[src/rtl/logic_gate_unit.sv]
// logic_gate_unit: registered bitwise logic unit with a valid/ready operand
// port, a one-deep result register, and a built-in exhaustive truth-table
// sweep that walks every {a, b} combination through the selected operation.
module logic_gate_unit #(
  parameter int WIDTH = 4,
  parameter int CNT_W = 8
) (
  input  logic             clk,
  input  logic             reset,
  input  logic [2:0]       op,
  input  logic [WIDTH-1:0] a,
  input  logic [WIDTH-1:0] b,
  input  logic             in_valid,
  output logic             in_ready,
  output logic [WIDTH-1:0] s,
  output logic             out_valid,
  input  logic             out_ready,
  output logic             all_ones,
  input  logic             sweep_start,
  output logic             sweep_busy,
  output logic             sweep_done,
  output logic [CNT_W-1:0] match_cnt
);

  localparam int VW = 2 * WIDTH;

  typedef enum logic [1:0] {
    IDLE  = 2'd0,
    SWEEP = 2'd1,
    DONE  = 2'd2
  } state_t;

  state_t             state_q, state_d;
  logic [WIDTH-1:0]   s_q, s_d;
  logic               all_ones_q, all_ones_d;
  logic               out_valid_q, out_valid_d;
  logic [CNT_W-1:0]   match_cnt_q, match_cnt_d;
  logic [2:0]         sweep_op_q, sweep_op_d;
  logic [VW-1:0]      vec_q, vec_d;
  // Set once the all-ones vector has been loaded; the result register then
  // holds the final sweep result until it is delivered.
  logic               last_q, last_d;

  logic               deliver;
  logic               out_free;
  logic               load_in;
  logic               load_vec;
  logic               sweep_go;
  logic [2:0]         op_sel;
  logic [WIDTH-1:0]   a_sel;
  logic [WIDTH-1:0]   b_sel;
  logic [WIDTH-1:0]   res;

  // Bitwise operation table; NOT and pass use only the a operand.
  function automatic logic [WIDTH-1:0] logic_op(input logic [2:0] o,
                                                input logic [WIDTH-1:0] x,
                                                input logic [WIDTH-1:0] y);
    logic [WIDTH-1:0] r;
    case (o)
      3'b000:  r = x & y;
      3'b001:  r = x | y;
      3'b010:  r = x ^ y;
      3'b011:  r = ~(x ^ y);
      3'b100:  r = ~(x & y);
      3'b101:  r = ~(x | y);
      3'b110:  r = ~x;
      default: r = x;
    endcase
    return r;
  endfunction

  // State register and all datapath registers; reset wins over everything.
  always_ff @(posedge clk) begin
    if (reset) begin
      state_q     <= IDLE;
      s_q         <= '0;
      all_ones_q  <= 1'b0;
      out_valid_q <= 1'b0;
      match_cnt_q <= '0;
      sweep_op_q  <= 3'b000;
      vec_q       <= '0;
      last_q      <= 1'b0;
    end else begin
      state_q     <= state_d;
      s_q         <= s_d;
      all_ones_q  <= all_ones_d;
      out_valid_q <= out_valid_d;
      match_cnt_q <= match_cnt_d;
      sweep_op_q  <= sweep_op_d;
      vec_q       <= vec_d;
      last_q      <= last_d;
    end
  end

  // Next-state logic: leave SWEEP only when the final vector's result is taken.
  always_comb begin
    state_d = state_q;
    case (state_q)
      IDLE:    if (sweep_start) state_d = SWEEP;
      SWEEP:   if (last_q && deliver) state_d = DONE;
      DONE:    state_d = IDLE;
      default: state_d = IDLE;
    endcase
  end

  // FSM-decoded outputs.
  always_comb begin
    in_ready   = (state_q == IDLE) && (!out_valid_q || out_ready);
    sweep_busy = (state_q == SWEEP) || (state_q == DONE);
    sweep_done = (state_q == DONE);
  end

  // Result register, sweep vector and match counter next-state.
  always_comb begin
    deliver  = out_valid_q && out_ready;
    out_free = !out_valid_q || out_ready;
    load_in  = in_valid && in_ready;
    load_vec = (state_q == SWEEP) && !last_q && out_free;
    sweep_go = (state_q == IDLE) && sweep_start;

    if (load_vec) begin
      op_sel = sweep_op_q;
      a_sel  = vec_q[VW-1:WIDTH];
      b_sel  = vec_q[WIDTH-1:0];
    end else begin
      op_sel = op;
      a_sel  = a;
      b_sel  = b;
    end
    res = logic_op(op_sel, a_sel, b_sel);

    s_d         = s_q;
    all_ones_d  = all_ones_q;
    out_valid_d = out_valid_q;
    if (load_in || load_vec) begin
      s_d         = res;
      all_ones_d  = &res;
      out_valid_d = 1'b1;
    end else if (deliver) begin
      out_valid_d = 1'b0;
    end

    sweep_op_d = sweep_op_q;
    vec_d      = vec_q;
    last_d     = last_q;
    if (sweep_go) begin
      sweep_op_d = op;
      vec_d      = '0;
      last_d     = 1'b0;
    end else if (load_vec) begin
      vec_d = vec_q + VW'(1);
      if (&vec_q) last_d = 1'b1;
    end

    match_cnt_d = match_cnt_q;
    if (sweep_go) begin
      match_cnt_d = '0;
    end else if (deliver && all_ones_q && !(&match_cnt_q)) begin
      match_cnt_d = match_cnt_q + CNT_W'(1);
    end
  end

  assign s         = s_q;
  assign all_ones  = all_ones_q;
  assign out_valid = out_valid_q;
  assign match_cnt = match_cnt_q;

endmodule

[config.mk]
export PLATFORM = sky130hd
export DESIGN_NAME = logic_gate_unit
export DESIGN_NICKNAME = d
export VERILOG_FILES = /design/src/rtl/logic_gate_unit.sv
export SDC_FILE = /design/constraint.sdc
export NUM_CORES = 1
export LEC_CHECK = 0
export CAP_MARGIN = 20
export CORE_MARGIN = 5
export CORE_UTILIZATION = 58
export DETAILED_ROUTE_END_ITERATION = 12
export PLACE_DENSITY = 0.94
export SLEW_MARGIN = 15
export SYNTH_ARGS = -nofsm -noshare
export SYNTH_HDL_FRONTEND = slang
export SYNTH_SLANG_ARGS = --single-unit
[constraint.sdc]
create_clock -name clk -period 6.7 [get_ports clk]
set_input_delay 1.005 -clock clk [delete_from_list [all_inputs] [get_ports clk]]
set_output_delay 1.005 -clock clk [all_outputs]
set_load 0.01 [all_outputs]
======== Yosys cells after proc, flatten, opt, wreduce, memory -nomap -nowiden ========
Cells that the tools add are included.
operators by class
  bitwise gates (word level) .............. 7
  add/subtract/negate cells ............... 2
  eq/ne operators ......................... 10
  reductions and logical operators ........ 23
  muxes and demuxes ....................... 9
operator list
  operator             number
  $pmux 4 s7           1
  $add 8x1->8 const B  2
  $not 4->4            4
  $eq 3x3->1 const B   3
  $logic_and 1x1->1    9
  $reduce_and 9->1     1
  $mux 4               2
  $reduce_and 8->1     1
  $eq 3x2->1 const B   2
  $and 4x4->4          1
  $mux 2               2
  $ne 2x2->1 const B   2
  $or 4x4->4           1
  $pmux 2 s2           1
  $reduce_and 4->1     1
  $xor 4x4->4          1
  $eq 3x1->1 const B   1
  $logic_not 1->1      3
  $logic_not 3->1      1
  $logic_or 1x1->1     3
  $mux 3               1
  $eq 2x1->1 const B   1
  $eq 2x2->1 const B   1
  $logic_not 2->1      1
  4 further kinds      5
storage, ports and cells
  word-level logic and storage cells ...... 59
  register bits ........................... 28

======== Logic depth before layout (Yosys ltp) ========
  word-level depth ........................ 8
  mapped depth ............................ 17
  depth with buffers taken out ............ 15

======== Worst setup path before layout ========
Ideal clock, no wire load.
  path kind ............................... input -> register
  from .................................... input out_ready
  to ...................................... register all_ones_q, in the netlist all_ones
  data required time ...................... 6.616 ns
  arrival ................................. 3.107 ns
  stages on the path ...................... 15
  slack ................................... 3.508 ns
  cells stage by stage .................... nand2b_1 -> buf_6 -> nand2_4 -> buf_4 -> nand2_1 -> nand2_1 -> inv_1 -> ha_1 -> nor3_1 -> a21oi_1 -> mux2_4 -> o211ai_1 -> a211oi_1 -> or3_1 -> o31ai_2
on the way
  cells in the longest elaborated chain, start to end .. 7
  elaborated cells on any way between the ends .. 24
  those cells by class .................... eq/ne (6); mux (4); bitwise (7); reduce/logical (7)
RTL lines
  element                             line        text
  from (decl)                         17          input logic out_ready,
  $logic_or 1x1->1 (*)                108, 116
  $logic_and 1x1->1                   118         load_vec = (state_q == SWEEP) && !last_q && out_free;
  $mux 4                              121         if (load_vec) begin
  $or 4x4->4 (tied with other cells)  61, 65
  $not 4->4 (on tied branches)        65, 63, 64
  $pmux 4 s7                          59          case (o)
  $reduce_and 4->1                    137         all_ones_d = &res;
  to (signal assigned)                86          all_ones_q <= all_ones_d;
  to (decl)                           35          logic all_ones_q, all_ones_d;
Mark *: on every way between the ends. The rest lies on a longest branch, timed or not.
A chain may end at the register's enable or synchronous reset.

======== Worst setup path in the final report ========
Ends and elaborated chain as after synthesis.

==> run_results.csv <==
group,metric,value,unit
status,outcome,"complete, no violations",
clocking,ctsHoldBuffers,0,
worst_setup_path,timing.rr.start,"state_q[1]",
clocking,clkTransAtPathRegs,0.09,ns
synthesis,ys_types,57,
worst_setup_path,required,6.90,ns
worst_setup_path,crit_type,"in -> reg",
placed_design,place_hpwl,3894,µm
synthesis,syn-num-nets,300,
global_routing,grt_max_degree,20,
timing,fin_skew,0.009062,ns
die,die_w,70.84,µm
cells_and_area,n_antenna_cell,0,
routing,vias,2016,
worst_setup_path,crit_family,"simple AND/OR/NAND/NOR gates",
synthesis,seq_area_frac_synth,0.2611,
die,placeableCoreArea,3633,µm²
die,io_pins,33,
routing,wl_per_cell,16.07,µm
synthesis,ys.flop_type,"dfxtp_1",
cells_and_area,final_layout_size_suffix_gt1_frac,0.05517,
clocking,clockBufferDepth,2,
timing,final_hold_viol_count,0,
synthesis,synthTopCellsByArea,"dfxtp_1 26%, ha_1 8.2%, nand2_1 5.9%",
routing,via_per_inst,5.964,
worst_setup_path,crit_end,"all_ones",
synthesis,synth_seq_cells,28,
synthesis,yosysMostFrequentCell,"nand2_1",
worst_setup_path,reg2reg_slack,3.23,ns
global_routing,grt.total_usage,0.2130,
die,die_y,70.84,µm
pwr,ir_drop,250.3,µV
timing,relSlewSlack,0.5731,
clocking,clk_latency,0.28,ns
pwr,power_density,319.0,nW/µm²
worst_setup_path,slowest_delay,0.56,ns
routing,routed_wl,5430,µm
routing,drc,0,
synthesis,syn_avg_cell_area,7.952,µm²
synthesis,syn_inst,270,
synthesis,synth_enable_flop_cells,0,
routing,drtIter0Drc,175,
clocking,ctsHtreeMaxLevel,1,
die,rows,22,
timing,report.final.slew_viol_count,0,
synthesis,async_reset_ff_frac,0,
worst_setup_path,crit_arrival,4.14,ns
worst_setup_path,cp_slowest_cell,"clkdlybuf4s50_1",
timing,setup_violations,0,
min_path,hold_class,"reg -> reg",
die,start_util,0.5909,
global_routing,grt_pass1_vias,1874,
routing,drt_pass1_iterations,4,
clocking,cts_tree,"done",
synthesis,netlist.area_leader.share,0.2611,
worst_setup_path,reg2reg_to,"all_ones",
flow_run,drv_cap,0,
die,dieArea,5018,µm²
placed_design,port_buffers,32,
synthesis,yosys.area.top_type,"dfxtp_1",
clocking,cts_buffers,3,
worst_setup_path,startpoint_type,"input port",
synthesis,ys_warn_count,0,
global_routing,overflow,0,
cells_and_area,n_fill_cell,308,
global_routing,grt_pass1_wl,8707,µm
timing,max_freq,253.8,MHz
timing,tns,0,ns
clocking,cts.repair.resized,0,
timing,worst_slew_pin_slew,0.6403,ns
clocking,cts_setup_buffers,0,
pwr,leakage,0.9882,nW
timing,min_period_over_period,0.5880,
routing,ant_nets,0,
placed_design,finalWeightedCongestion,0.9582,
synthesis,syn_area,2147,µm²
worst_setup_path,crit_chain,"clkdlybuf4s50_1 > nand2b_1 > nand2_4 > mux2i_1 > ha_1 > nor3_1 > a21oi_1 > mux2_4 > o211ai_1 > a211oi_1 > or3_1 > o31ai_2",
cells_and_area,fin_nets,321,
clocking,cts.sinks,28,
cells_and_area,final-seq-area,560.5,µm²
worst_setup_path,critPathLaunch,"out_ready",
cells_and_area,multi_input_area,1440,µm²
timing,grt_setup_unrepaired,"no",
synthesis,ys_top_cells_by_count,"34 x nand2_1, 28 x dfxtp_1, 22 x a21oi_1",
timing,timing.final.crit_period,3.940,ns
worst_setup_path,critPathMaxFanout,19,
placed_design,dp.cells,334,
clocking,root_buffer,"clkbuf_8",
global_routing,grt_antenna_before_repair,0,
worst_setup_path,cp-end-kind,"register",
cells_and_area,final_cells,338,
worst_setup_path,path_buf_inv,1,
worst_setup_path,r2r_cells,13,
worst_setup_path,worstSetupPathDepth,12,
cells_and_area,areaGrowthSynthToFinish,16.67,%
[routing by layer]
layer / global-route usage / routed length [µm] / part of all wire
met1: 0.2760 / 2482 / 0.46
met4: 0.08977 / 128 / 0.024
met2: 0.3502 / 2516 / 0.46
met5: 0 / 0 / 0
met3: 0.03409 / 303 / 0.056
[flip-flops by register name (all words and copies together) (netlist names)]
signal,cells
all_ones,1
vec_q,8
out_valid,1
sweep_op_q,3
last_q,1
state_q,2
match_cnt,8
s,4
[worst min-delay path by stage]
stage | from | cells after the start | endpoint
floorplan | vec_q[1] | 2 | vec_q[1]
global placement | s[1] | 2 | s[1]
detailed placement | s[1] | 2 | s[1]
CTS | s[1] | 2 | s[1]
global route | s[1] | 2 | s[1]
finish | s[1] | 2 | s[1]
[worst reg2reg max path, delay by kind of cell (launching register included)]
kind | cells | cell delay, ns
simple gates | 4 | 1.36
mux | 2 | 0.53
compound gates | 4 | 0.53
fa+ha+maj | 2 | 0.49
flops | 1 | 0.34
buf+inv | 1 | 0.13
[layout by cell type, fill, tap and decap left out, types with 6 or more instances in the layout]
cell,instances
a21oi_1,22
clkdlybuf4s50_1,32
dfxtp_1,28
ha_1,14
inv_1,14
mux2i_1,8
nand2_1,34
nand2b_1,6
nand3_1,12
nand4_1,7
nor2_1,21
nor2b_1,6
o21ai_0,8
xor2_1,7
[power by group]
part / total [mW] / internal (mW) / switching (mW)
sequential: 0.218 / 0.191 / 0.0271
clock: 0.134 / 0.0801 / 0.0543
combinational: 0.447 / 0.186 / 0.261
total: 0.799 / 0.457 / 0.342
[cell families after synthesis]
| group | share of synthesized area |
|---|---|
| simple gates | 0.2821 |
| flops | 0.2611 |
| xor+xnor | 0.04895 |
| fa+ha+maj | 0.08159 |
| mux | 0.04953 |
| buf+inv | 0.06818 |
| compound gates | 0.2086 |
[layout make-up]
| type | instances | area share |
|---|---|---|
| clock buffer | 3 | 0.01648 |
| clock inverter | 1 | 0.01199 |
| inverter | 14 | 0.02098 |
| multi-input combinational | 212 | 0.5749 |
| sequential | 28 | 0.2238 |
| tap | 48 | 0.02398 |
| timing repair buffer | 32 | 0.1279 |
[stage by stage]
| step | hold slack (ns) | total power [mW] | utilization | setup slack (ns) | cell area [µm²] |
|---|---|---|---|---|---|
| final | 0.4781 | 0.7991 | 0.6894 | 2.760 | 2505 |
| after global routing | 0.4968 | 0.8498 | 0.6894 | 2.609 | 2505 |
| after CTS | 0.4777 | 0.7941 | 0.6894 | 2.796 | 2505 |
| after detailed placement | 0.4506 | 0.6517 | 0.6698 | 2.605 | 2434 |
| after global placement | 0.4476 | 0.6411 | 0.6698 | 2.714 | 2434 |
| after floorplan | 0.4666 | 0.5484 | - | 3.508 | 2147 |
Power figures use the tool's default switching activity.
